<file path="config.mk">
export PLATFORM = sky130hd
export DESIGN_NAME = generation_controller
export DESIGN_NICKNAME = d
export VERILOG_FILES = /design/src/rtl/conway_pkg.sv /design/src/rtl/cell_grid.sv /design/src/rtl/generation_controller.sv
export SDC_FILE = /design/constraint.sdc
export NUM_CORES = 1
export LEC_CHECK = 0
export ABC_AREA = 1
export BUFFER_PORTS_ARGS = -buffer_cell sky130_fd_sc_hd__buf_2
export CELL_PAD_IN_SITES_DETAIL_PLACEMENT = 2
export CELL_PAD_IN_SITES_GLOBAL_PLACEMENT = 2
export CORE_MARGIN = 2
export CORE_UTILIZATION = 38
export DETAILED_ROUTE_END_ITERATION = 8
export HOLD_SLACK_MARGIN = 0.08
export PLACE_DENSITY_LB_ADDON = 0.25
export SLEW_MARGIN = 0
export SYNTH_ARGS = -nofsm -noshare
export SYNTH_HDL_FRONTEND = slang
export SYNTH_HIERARCHICAL = 1
export SYNTH_SLANG_ARGS = --single-unit
</file>
<file path="constraint.sdc">
create_clock -name CLK -period 12.83 [get_ports CLK]
set_input_delay 2.566 -clock CLK [delete_from_list [all_inputs] [get_ports CLK]]
set_output_delay 2.566 -clock CLK [all_outputs]
set_load 0.01 [all_outputs]
</file>
<file path="src/rtl/conway_pkg.sv">
// -----------------------------------------------------------------------------
// conway_pkg
// Shared types and sizing for the Game-of-Life datapath.
//   ctrl_state_t        : sequencer states (IDLE / RUN / HALTED)
//   DEFAULT_GRID_WIDTH  : default board columns
//   DEFAULT_GRID_HEIGHT : default board rows
//   grid_cells()        : number of cells for a given width/height
//   GRID_CELLS          : cell count of the default board
// -----------------------------------------------------------------------------
package conway_pkg;

    typedef enum logic [1:0] {
        IDLE   = 2'd0,
        RUN    = 2'd1,
        HALTED = 2'd2
    } ctrl_state_t;

    localparam int DEFAULT_GRID_WIDTH  = 8;
    localparam int DEFAULT_GRID_HEIGHT = 8;

    function automatic int grid_cells(input int width, input int height);
        return width * height;
    endfunction

    localparam int GRID_CELLS = grid_cells(DEFAULT_GRID_WIDTH, DEFAULT_GRID_HEIGHT);

endpackage

</file>
<file path="src/rtl/cell_grid.sv">
// -----------------------------------------------------------------------------
// CELL_GRID
// Purely combinational Conway next-state array. Each cell counts its eight
// neighbours; cells outside the board are treated as dead (no wrap-around).
// Ports:
//   INPUT_STATE : current board, bit index = GRID_WIDTH*y + x
//   NEXT_STATE  : board after one generation, same indexing
// -----------------------------------------------------------------------------
module CELL_GRID
    import conway_pkg::*;
#(
    parameter int GRID_WIDTH  = DEFAULT_GRID_WIDTH,
    parameter int GRID_HEIGHT = DEFAULT_GRID_HEIGHT
) (
    input  logic [GRID_WIDTH*GRID_HEIGHT-1:0] INPUT_STATE,
    output logic [GRID_WIDTH*GRID_HEIGHT-1:0] NEXT_STATE
);

    for (genvar y = 0; y < GRID_HEIGHT; y++) begin : g_row
        for (genvar x = 0; x < GRID_WIDTH; x++) begin : g_col
            logic [7:0] nb;
            logic [3:0] live;

            // Neighbour slots are resolved at elaboration time, so edge cells
            // simply tie their off-board neighbours to zero.
            for (genvar k = 0; k < 9; k++) begin : g_nb
                localparam int NX   = x + (k % 3) - 1;
                localparam int NY   = y + (k / 3) - 1;
                localparam int SLOT = (k < 4) ? k : k - 1;
                if (k != 4) begin : g_slot
                    if (NX >= 0 && NX < GRID_WIDTH && NY >= 0 && NY < GRID_HEIGHT) begin : g_in
                        assign nb[SLOT] = INPUT_STATE[NY*GRID_WIDTH + NX];
                    end else begin : g_out
                        assign nb[SLOT] = 1'b0;
                    end
                end
            end

            assign live = {3'd0, nb[0]} + {3'd0, nb[1]} + {3'd0, nb[2]} + {3'd0, nb[3]}
                        + {3'd0, nb[4]} + {3'd0, nb[5]} + {3'd0, nb[6]} + {3'd0, nb[7]};

            // Birth on exactly 3, survival on 2 or 3.
            assign NEXT_STATE[y*GRID_WIDTH + x] =
                (live == 4'd3) || (INPUT_STATE[y*GRID_WIDTH + x] && (live == 4'd2));
        end
    end

endmodule

</file>
<file path="src/rtl/generation_controller.sv">
// -----------------------------------------------------------------------------
// generation_controller
// Sequencer for the Game-of-Life datapath: holds the board register, loads
// boards over a valid/ready handshake, advances generations on STEP or
// free-running every PERIOD+1 cycles, counts generations (saturating) and
// halts when the board stops changing (still life or extinction).
// Ports:
//   CLK, RST_N  : clock (rising edge), asynchronous active-low reset
//   LOAD_VALID  : LOAD_DATA offered       LOAD_READY : load accepted (not RUN)
//   LOAD_DATA   : new board, bit index = GRID_WIDTH*y + x
//   START/STOP/STEP : commands, priority load > STOP > START > STEP
//   PERIOD      : free-run interval minus one
//   BOARD       : board register          GEN_COUNT  : generations since load
//   GEN_STROBE  : pulse the cycle after a generation was applied
//   RUNNING     : in RUN                  STABLE     : halted on still life
//   EXTINCT     : board is all zero
// -----------------------------------------------------------------------------
module generation_controller
    import conway_pkg::*;
#(
    parameter int GRID_WIDTH   = DEFAULT_GRID_WIDTH,
    parameter int GRID_HEIGHT  = DEFAULT_GRID_HEIGHT,
    parameter int GEN_WIDTH    = 16,
    parameter int PERIOD_WIDTH = 16
) (
    input  logic                              CLK,
    input  logic                              RST_N,
    input  logic                              LOAD_VALID,
    output logic                              LOAD_READY,
    input  logic [GRID_WIDTH*GRID_HEIGHT-1:0] LOAD_DATA,
    input  logic                              START,
    input  logic                              STOP,
    input  logic                              STEP,
    input  logic [PERIOD_WIDTH-1:0]           PERIOD,
    output logic [GRID_WIDTH*GRID_HEIGHT-1:0] BOARD,
    output logic [GEN_WIDTH-1:0]              GEN_COUNT,
    output logic                              GEN_STROBE,
    output logic                              RUNNING,
    output logic                              STABLE,
    output logic                              EXTINCT
);

    localparam int CELLS = grid_cells(GRID_WIDTH, GRID_HEIGHT);

    ctrl_state_t             state_q, state_d;
    logic [CELLS-1:0]        board_q, next_board;
    logic [GEN_WIDTH-1:0]    gen_count_q;
    logic [PERIOD_WIDTH-1:0] timer_q;
    logic                    gen_strobe_q, stable_q;

    logic load_xfer, is_still, period_hit;
    logic do_update, do_advance, timer_clear, timer_inc;

    CELL_GRID #(
        .GRID_WIDTH (GRID_WIDTH),
        .GRID_HEIGHT(GRID_HEIGHT)
    ) u_cell_grid (
        .INPUT_STATE(board_q),
        .NEXT_STATE (next_board)
    );

    assign load_xfer  = LOAD_VALID && (state_q != RUN);
    assign is_still   = (next_board == board_q);
    // Equality only: a PERIOD lowered below the timer waits for the wrap.
    assign period_hit = (timer_q == PERIOD);

    // State register.
    // NOTE: sequential state uses non-blocking (<=) so every flop samples the
    // pre-edge values; blocking here would create order-dependent races.
    always_ff @(posedge CLK or negedge RST_N) begin
        if (!RST_N) state_q <= IDLE;
        else        state_q <= state_d;
    end

    // Next-state logic.
    // NOTE: every always_comb output gets a default first so no path leaves it
    // unassigned, which would otherwise infer a latch.
    always_comb begin
        state_d = state_q;
        unique case (state_q)
            IDLE: begin
                if (load_xfer || STOP)      state_d = IDLE;
                else if (START)             state_d = RUN;
                else if (STEP && is_still)  state_d = HALTED;
            end
            RUN: begin
                if (STOP)                         state_d = IDLE;
                else if (period_hit && is_still)  state_d = HALTED;
            end
            HALTED: begin
                if (load_xfer || STOP) state_d = IDLE;
            end
            default: state_d = IDLE;
        endcase
    end

    // Datapath control decoded from state and commands.
    always_comb begin
        do_update   = 1'b0;
        timer_clear = 1'b0;
        timer_inc   = 1'b0;
        unique case (state_q)
            IDLE: begin
                if (!load_xfer && !STOP) begin
                    if (START)     timer_clear = 1'b1;
                    else if (STEP) do_update   = 1'b1;
                end
            end
            RUN: begin
                if (!STOP) begin
                    if (period_hit) begin
                        do_update   = 1'b1;
                        timer_clear = 1'b1;
                    end else begin
                        timer_inc = 1'b1;
                    end
                end
            end
            default: ;
        endcase
    end

    // An update on a still board only halts; it never counts or strobes.
    assign do_advance = do_update && !is_still;

    // Board, counter, timer and status flags.
    // NOTE: the board is a plain register (not a RAM), so it is reset along
    // with the rest; EXTINCT must read 1 straight out of reset.
    always_ff @(posedge CLK or negedge RST_N) begin
        if (!RST_N) begin
            board_q      <= '0;
            gen_count_q  <= '0;
            timer_q      <= '0;
            gen_strobe_q <= 1'b0;
            stable_q     <= 1'b0;
        end else begin
            gen_strobe_q <= do_advance;
            stable_q     <= (state_d == HALTED);

            if (load_xfer) begin
                board_q     <= LOAD_DATA;
                gen_count_q <= '0;
            end else if (do_advance) begin
                board_q <= next_board;
                if (gen_count_q != '1) gen_count_q <= gen_count_q + GEN_WIDTH'(1);
            end

            if (timer_clear)    timer_q <= '0;
            else if (timer_inc) timer_q <= timer_q + PERIOD_WIDTH'(1);
        end
    end

    assign LOAD_READY = (state_q != RUN);
    assign BOARD      = board_q;
    assign GEN_COUNT  = gen_count_q;
    assign GEN_STROBE = gen_strobe_q;
    assign RUNNING    = (state_q == RUN);
    assign STABLE     = stable_q;
    assign EXTINCT    = (board_q == '0);

endmodule
</file>
* After elaboration in Yosys (flattened, before gate mapping)
Index checks and enable logic that the tools add are counted.
** Storage, ports and cells
- Register bits after elaboration :: 100
- Input bits :: 86
- Output and inout bits :: 85
- Word-level logic and storage cells :: 661
** Cells by class
- Add/subtract/negate cells :: 351
- Eq/ne operators :: 135
- Mux-type cells :: 26
- Reductions and logical operators :: 143
** Operators by type and width (count)
- 4-bit by 1-bit adder with 4-bit output :: 291
- 4-bit by 2-bit == test with 1-bit output, second input constant :: 126
- 64-bit 2-to-1 mux :: 2
- 1-bit by 1-bit adder with 2-bit output :: 57
- 16-bit 2-to-1 mux :: 5
- 1-bit logical AND :: 69
- 1-bit logical OR :: 65
- 64-bit == test :: 1
- 64-bit logical NOT :: 1
- 16-bit by 1-bit adder with 16-bit output, second input constant :: 2
- 16-bit == test :: 1
- 16-bit inequality test, second input constant :: 1
- 2-bit 2-to-1 mux :: 6
- 1-bit 2-to-1 mux :: 10
- 3-bit by 2-bit == test with 1-bit output, second input constant :: 2
- 2-bit case mux with 3 select lines :: 1
- 2-bit nonzero test :: 3
- 2-bit == test, second input constant :: 2
- 1-bit case mux with 2 select lines :: 2
- 2-bit by 1-bit adder with 3-bit output :: 1
- 1-bit logical NOT :: 3
- 2-bit by 1-bit == test with 1-bit output, second input constant :: 1
- 2-bit logical NOT :: 1
- 2-bit by 1-bit inequality test with 1-bit output, second input constant :: 1
- 2-bit AND reduction :: 1

* Depth between registers and ports, before layout
- Word-level depth :: 17
- Depth in mapped cells :: 26
- Mapped depth without buffers :: 25

* Cells and area by module
The synthesis kept the hierarchy.
** Modules (own cells, without submodules)
- CELL_GRID :: times used 1, cells each 985, area each 8254.2 um^2, sequential area each 0.0 um^2
- generation_controller :: times used 1, cells each 1037, area each 6982.9 um^2, sequential area each 2502.4 um^2

* Least setup slack after synthesis
OpenSTA, ideal clock, no wires.
- Path type :: register -> register
- Start :: register board_q[11] (netlist: BOARD[11])
- End :: register board_q[18] (netlist: BOARD[18])
- Library setup time :: 0.124 ns
- Arrival :: 4.412 ns
- Data required time :: 12.706 ns
- Path slack :: 8.294 ns
- Stages on the path, launching flop included :: 25
- Buffers on the path :: 2
- Period minus slack after synthesis :: 4.536 ns
- Cells stage by stage :: dfrtp_1 > inv_1 > fa_1 > fa_1 > fa_1 > inv_1 > ha_1 > fa_1 > nand3_1 > a21oi_1 > inv_1 > nand2_1 > nand2_1 > nor2_1 > nand2_1 > nor2_1 > nand2_1 > nor2_2 > nand2_2 > nand2_4 > inv_4 > buf_12 > buf_12 > nand2_2 > nand3_2
** Between the ends
- Longest elaborated chain between the ends :: 14
- Elaborated cells on any way between the ends :: 75
- Those cells by class :: 35 x add/sub; 17 x eq/ne; 2 x mux; 21 x reduce/logical
** RTL lines
- start, declared :: RTL line generation_controller.sv:46 : logic [CELLS-1:0] board_q, next_board;
- start signal, assigned :: RTL line generation_controller.sv:144 : board_q <= next_board;
- 1-bit by 1-bit adder with 2-bit output (*) :: RTL line cell_grid.sv:39 : assign live = {3'd0, nb[0]} + {3'd0, nb[1]} + {3'd0, nb[2]} + {3'd0, nb[3]}
- 4-bit by 1-bit adder with 4-bit output (*) (2 in series) :: RTL line cell_grid.sv:39
- 4-bit by 1-bit adder with 4-bit output (*) (4 in series) :: RTL line cell_grid.sv:40 : + {3'd0, nb[4]} + {3'd0, nb[5]} + {3'd0, nb[6]} + {3'd0, nb[7]};
- 4-bit by 2-bit == test with 1-bit output :: RTL line cell_grid.sv:44 : (live == 4'd3) || (INPUT_STATE[y*GRID_WIDTH + x] && (live == 4'd2));
- 1-bit logical AND :: RTL line cell_grid.sv:44
- 1-bit logical OR (*) :: RTL line cell_grid.sv:44
- via next_board[20] :: RTL line generation_controller.sv:46
- 64-bit == test (*) :: RTL line generation_controller.sv:63 : assign is_still = (next_board == board_q);
- 1-bit logical NOT (*) :: RTL line generation_controller.sv:124 : assign do_advance = do_update && !is_still;
- 1-bit logical AND (*) :: RTL line generation_controller.sv:124
- 2-bit nonzero test (no line) (*)
The timed path passes the listed nets; every way through them passes the cells marked *. The select of a mux whose other input is x is not followed.
A chain may end at the register's enable or synchronous reset.

* Final worst setup path
- Start :: register board_q[18] (netlist: BOARD[18])
- End :: register board_q[63] (netlist: BOARD[63])
** Between the ends
- Elaborated cells on any way between the ends :: 73
- Those cells by class :: 35 x add/sub; 17 x eq/ne; 21 x reduce/logical
** RTL lines (RTL line)
- 4-bit by 1-bit adder with 4-bit output (*) :: cell_grid.sv:39
- 4-bit by 1-bit adder with 4-bit output (*) (4 in series) :: cell_grid.sv:40
- 4-bit by 2-bit == test with 1-bit output :: cell_grid.sv:44
- 1-bit logical AND :: cell_grid.sv:44
- 1-bit logical OR (*) :: cell_grid.sv:44
- via next_board[19] :: generation_controller.sv:46
- 64-bit == test (*) :: generation_controller.sv:63
- 1-bit logical NOT (*) :: generation_controller.sv:124
- 1-bit logical AND (*) :: generation_controller.sv:124
- 2-bit nonzero test (no line) (*)
The timed path passes the listed nets; every way through them passes the cells marked *.

==> Flow_metrics.wiki <==
{| class="wikitable"
! Metric !! Value
|-
| Outcome || finished, final reports clean
|-
| Period Utilization, post-route || 53.6%
|-
| First-iteration detailed-routing DRC count || 508
|-
| Distinct cell type count of the synthesized netlist || 35
|-
| Sum of net half-perimeters after detailed placement || 42.2 mm
|-
| Final hold violations || 0
|-
| Routability cong. || 0.856
|-
| Cts bufs inserted || 9
|-
| Worst hold start || GEN_COUNT[1]$_DFFE_PN0P_
|-
| Capture instance of the worst register-to-register path || BOARD[63]$_DFFE_PN0P_
|-
| Count of port buffers added during placement || 170
|-
| Category of the most critical setup path || reg -> reg
|-
| Final ANT Viol Nets || 0
|-
| Number of cell rows || 73
|-
| Global-route usage over all layers || 27.0%
|-
| Clock transition time at the flip-flop clock pins of the worst setup and hold paths || 0.10 ns
|-
| Leading cell types in the layout, fill and taps excluded || 488 x inv_1, 459 x nand2_1, 220 x nand3_1
|-
| Mean instance size in the synthesized netlist || 7.54 um2
|-
| Max-slew violation count || 0
|-
| CTS tree || built
|-
| Maximum number of pins on one net before global-route repair || 67
|-
| RSZ-0062 raised after global routing || no
|-
| Sinks on Clock Net || 100
|-
| Via count of the first global-routing pass || 16100
|-
| Initial antenna violation count || 2
|-
| Normalized max-slew margin || 28.8%
|-
| Post-DR wirelength/cell || 19.9 um
|-
| Post-CTS setup buffer count || 0
|-
| Worst Hold Path Cells || 2
|-
| Die boundary height || 204 um
|-
| Clk_lat worst skew || 0.41 ns
|-
| I/O Pins || 171
|-
| Worst-case clock buffer depth || 2
|-
| R2r setup slk || 5.95 ns
|-
| Number of gates given a new drive strength after cts || 0
|-
| CP max stage cell || nand2_4
|-
| Worst Setup Start Kind || flop
|-
| Detailed-route via count || 13800
|-
| Layout area overhead || 10.1%
|-
| Starting density of the core || 38.4%
|-
| Quantity of hold-fixing buffers added after cts || 0
|-
| Clock period minus final worst setup slack || 6.88 ns
|-
| Sum of negative setup slack || 0 ns
|-
| CP max stage delay || 0.77 ns
|-
| Die outline width || 204 um
|-
| Number of nets in the final layout || 2590
|-
| Register-to-Register Path Depth || 22
|-
| Share of the yosys chip area belonging to registers || 16.4%
|-
| Setup Skew || 0.0195 ns
|-
| Cell seen most often among critical-path stages || nand2_1
|-
| Master cell of the clock root buffer || clkbuf_16
|-
| Net Count, Synth || 2444
|-
| Start of the worst register-to-register path || BOARD[18]$_DFFE_PN0P_
|-
| Slew at the pin closest to its max-slew limit || 1.07 ns
|-
| Worst min-delay path endpoint || GEN_COUNT[1]$_DFFE_PN0P_
|-
| Number of vias per cell after detailed routing || 5.11
|-
| Area of the die || 0.0417 mm2
|-
| Most common cell after layout, fill and taps aside || inv_1
|-
| Register bit total from synthesis || 100
|-
| Path type of the worst min-delay path || reg -> reg
|-
| Post-synthesis cell area || 0.0152 mm2
|-
| Depth of the CTS H-tree || 3
|-
| Total grt overflow || 0
|-
| Crit end category || flop
|-
| Worst-path fanout max || 66
|-
| Cell-by-cell listing of the critical path || inv_1 > fa_1 > fa_1 > fa_1 > inv_1 > ha_1 > fa_1 > nand3_1 > a21oi_1 > inv_1 > nand2_1 > nand2_1 > nor2_1 > nand2_1 > nor2_1 > nand2_1 > nor2_2 > nand2_2 > nand2_4 > inv_4 > nand2_1 > nand3_1
|-
| Reg area || 0.00250 mm2
|-
| Count of final setup violators || 0
|-
| Ratio of cells with drive above 1 in the final layout || 11.5%
|-
| Data required time of the worst path || 13.11 ns
|-
| Core region area || 0.0396 mm2
|-
| DRC violation count after routing || 0
|-
| Global-route wire length before repair || 87.1 mm
|-
| Count of warnings emitted by yosys || 6
|-
| Arrival time of data at the critical path endpoint || 7.16 ns
|-
| Achievable Freq || 0.145 GHz
|-
| Final wirelength || 53.8 mm
|-
| Number of detailed-routing iterations run before antenna repair || 6
|-
| Layout fillers || 4758
|-
| Number of antenna cells inserted || 0
|-
| Multi-input gate area in the final layout || 0.0106 mm2
|-
| Syn Inst Count || 2022
|-
| Max-cap violations || 0
|}
## worst max-delay path, delay by kind of cell, from the launching register on
kind / cells / cell delay (ns)
DFF: 1 / 0.68
AOI/OAI and AO/OA: 1 / 0.33
buffers and inverters: 4 / 1.09
and+or+nand+nor: 12 / 2.29
adders and majority gates: 5 / 2.26
## synthesized netlist by cell type (all sizes together)
| master | number | area share, % |
|---|---|---|
| nor3 | 13 | 0.43 |
| nand2 | 484 | 12 |
| clkbuf | 14 | 0.36 |
| clkinv | 1 | 0.025 |
| nand3 | 240 | 8.5 |
| ha | 140 | 11 |
| a211oi | 2 | 0.099 |
| nor4 | 14 | 0.57 |
| o31ai | 9 | 0.44 |
| nor3b | 1 | 0.082 |
| xnor2 | 14 | 0.80 |
| a21oi | 35 | 1.1 |
| inv | 495 | 12 |
| fa | 196 | 26 |
| a21boi | 1 | 0.049 |
| buf | 25 | 1.6 |
| o21ai | 27 | 0.89 |
| xor2 | 31 | 1.8 |
| dfrtp | 100 | 16 |
| nor4b | 1 | 0.057 |
| nor2 | 165 | 4.2 |
| nand4 | 14 | 0.62 |
## logic make-up (layout without fill, tap and decap cells)
kind of cell	after synthesis	after routing	synth area share (%)
flops	100	100	16.4
simple gates	932	932	26.9
xor+xnor	45	45	2.59
buf+inv	535	686	14.2
compound gates	74	74	2.63
fa+ha+maj	336	336	37.2
## per-layer routing
layer	track usage, %	vias up	part of all wire (%)
li1	-	6388	-
met1	32.6	7127	42
met2	49.6	206	52
met3	3.09	70	3.1
met4	8.75	4	2.3
met5	0	-	0.045
## sequential cells by signal (all words and copies together) (netlist names)
| name | flops |
|---|---|
| BOARD | 64 |
| GEN_COUNT | 16 |
| timer_q | 16 |
| state_q | 2 |
| GEN_STROBE | 1 |
| STABLE | 1 |
## worst max path at each step
stage / start / end / slack [ns] / depth (start not counted)
after floorplan: BOARD[11]$_DFFE_PN0P_ / BOARD[18]$_DFFE_PN0P_ / 8.29 / 24
after global placement: BOARD[18]$_DFFE_PN0P_ / BOARD[26]$_DFFE_PN0P_ / 6.29 / 22
after detailed placement: BOARD[18]$_DFFE_PN0P_ / BOARD[34]$_DFFE_PN0P_ / 6.05 / 22
after CTS: BOARD[18]$_DFFE_PN0P_ / BOARD[35]$_DFFE_PN0P_ / 5.98 / 22
after global routing: BOARD[18]$_DFFE_PN0P_ / BOARD[34]$_DFFE_PN0P_ / 5.53 / 23
final: BOARD[18]$_DFFE_PN0P_ / BOARD[63]$_DFFE_PN0P_ / 5.95 / 22
## cell type report
type | instances | area share [%]
clock inverters | 7 | 0.462
flip-flops and latches | 100 | 14.9
multi-input cells | 1387 | 63.0
well taps | 525 | 3.91
clock buffers | 9 | 1.34
repair buffers | 174 | 5.26
inverters | 496 | 11.1
## metrics by stage
| stage | area, um2 | worst slack [ns] | util (%) | hold slack [ns] | std cells |
|---|---|---|---|---|---|
| floorplan | 15200 | 8.29 | - | 0.540 | 2022 |
| global placement | 16500 | 6.29 | 41.6 | 0.517 | 2682 |
| detailed placement | 16500 | 6.05 | 41.6 | 0.537 | 2682 |
| CTS | 16800 | 5.98 | 42.3 | 0.566 | 2698 |
| global route | 16800 | 5.53 | 42.3 | 0.613 | 2698 |
| finish | 16800 | 5.95 | 42.3 | 0.569 | 2698 |
Power is not shown: default switching activity piles up to over one toggle a cycle in this logic, so the estimate is an artifact.
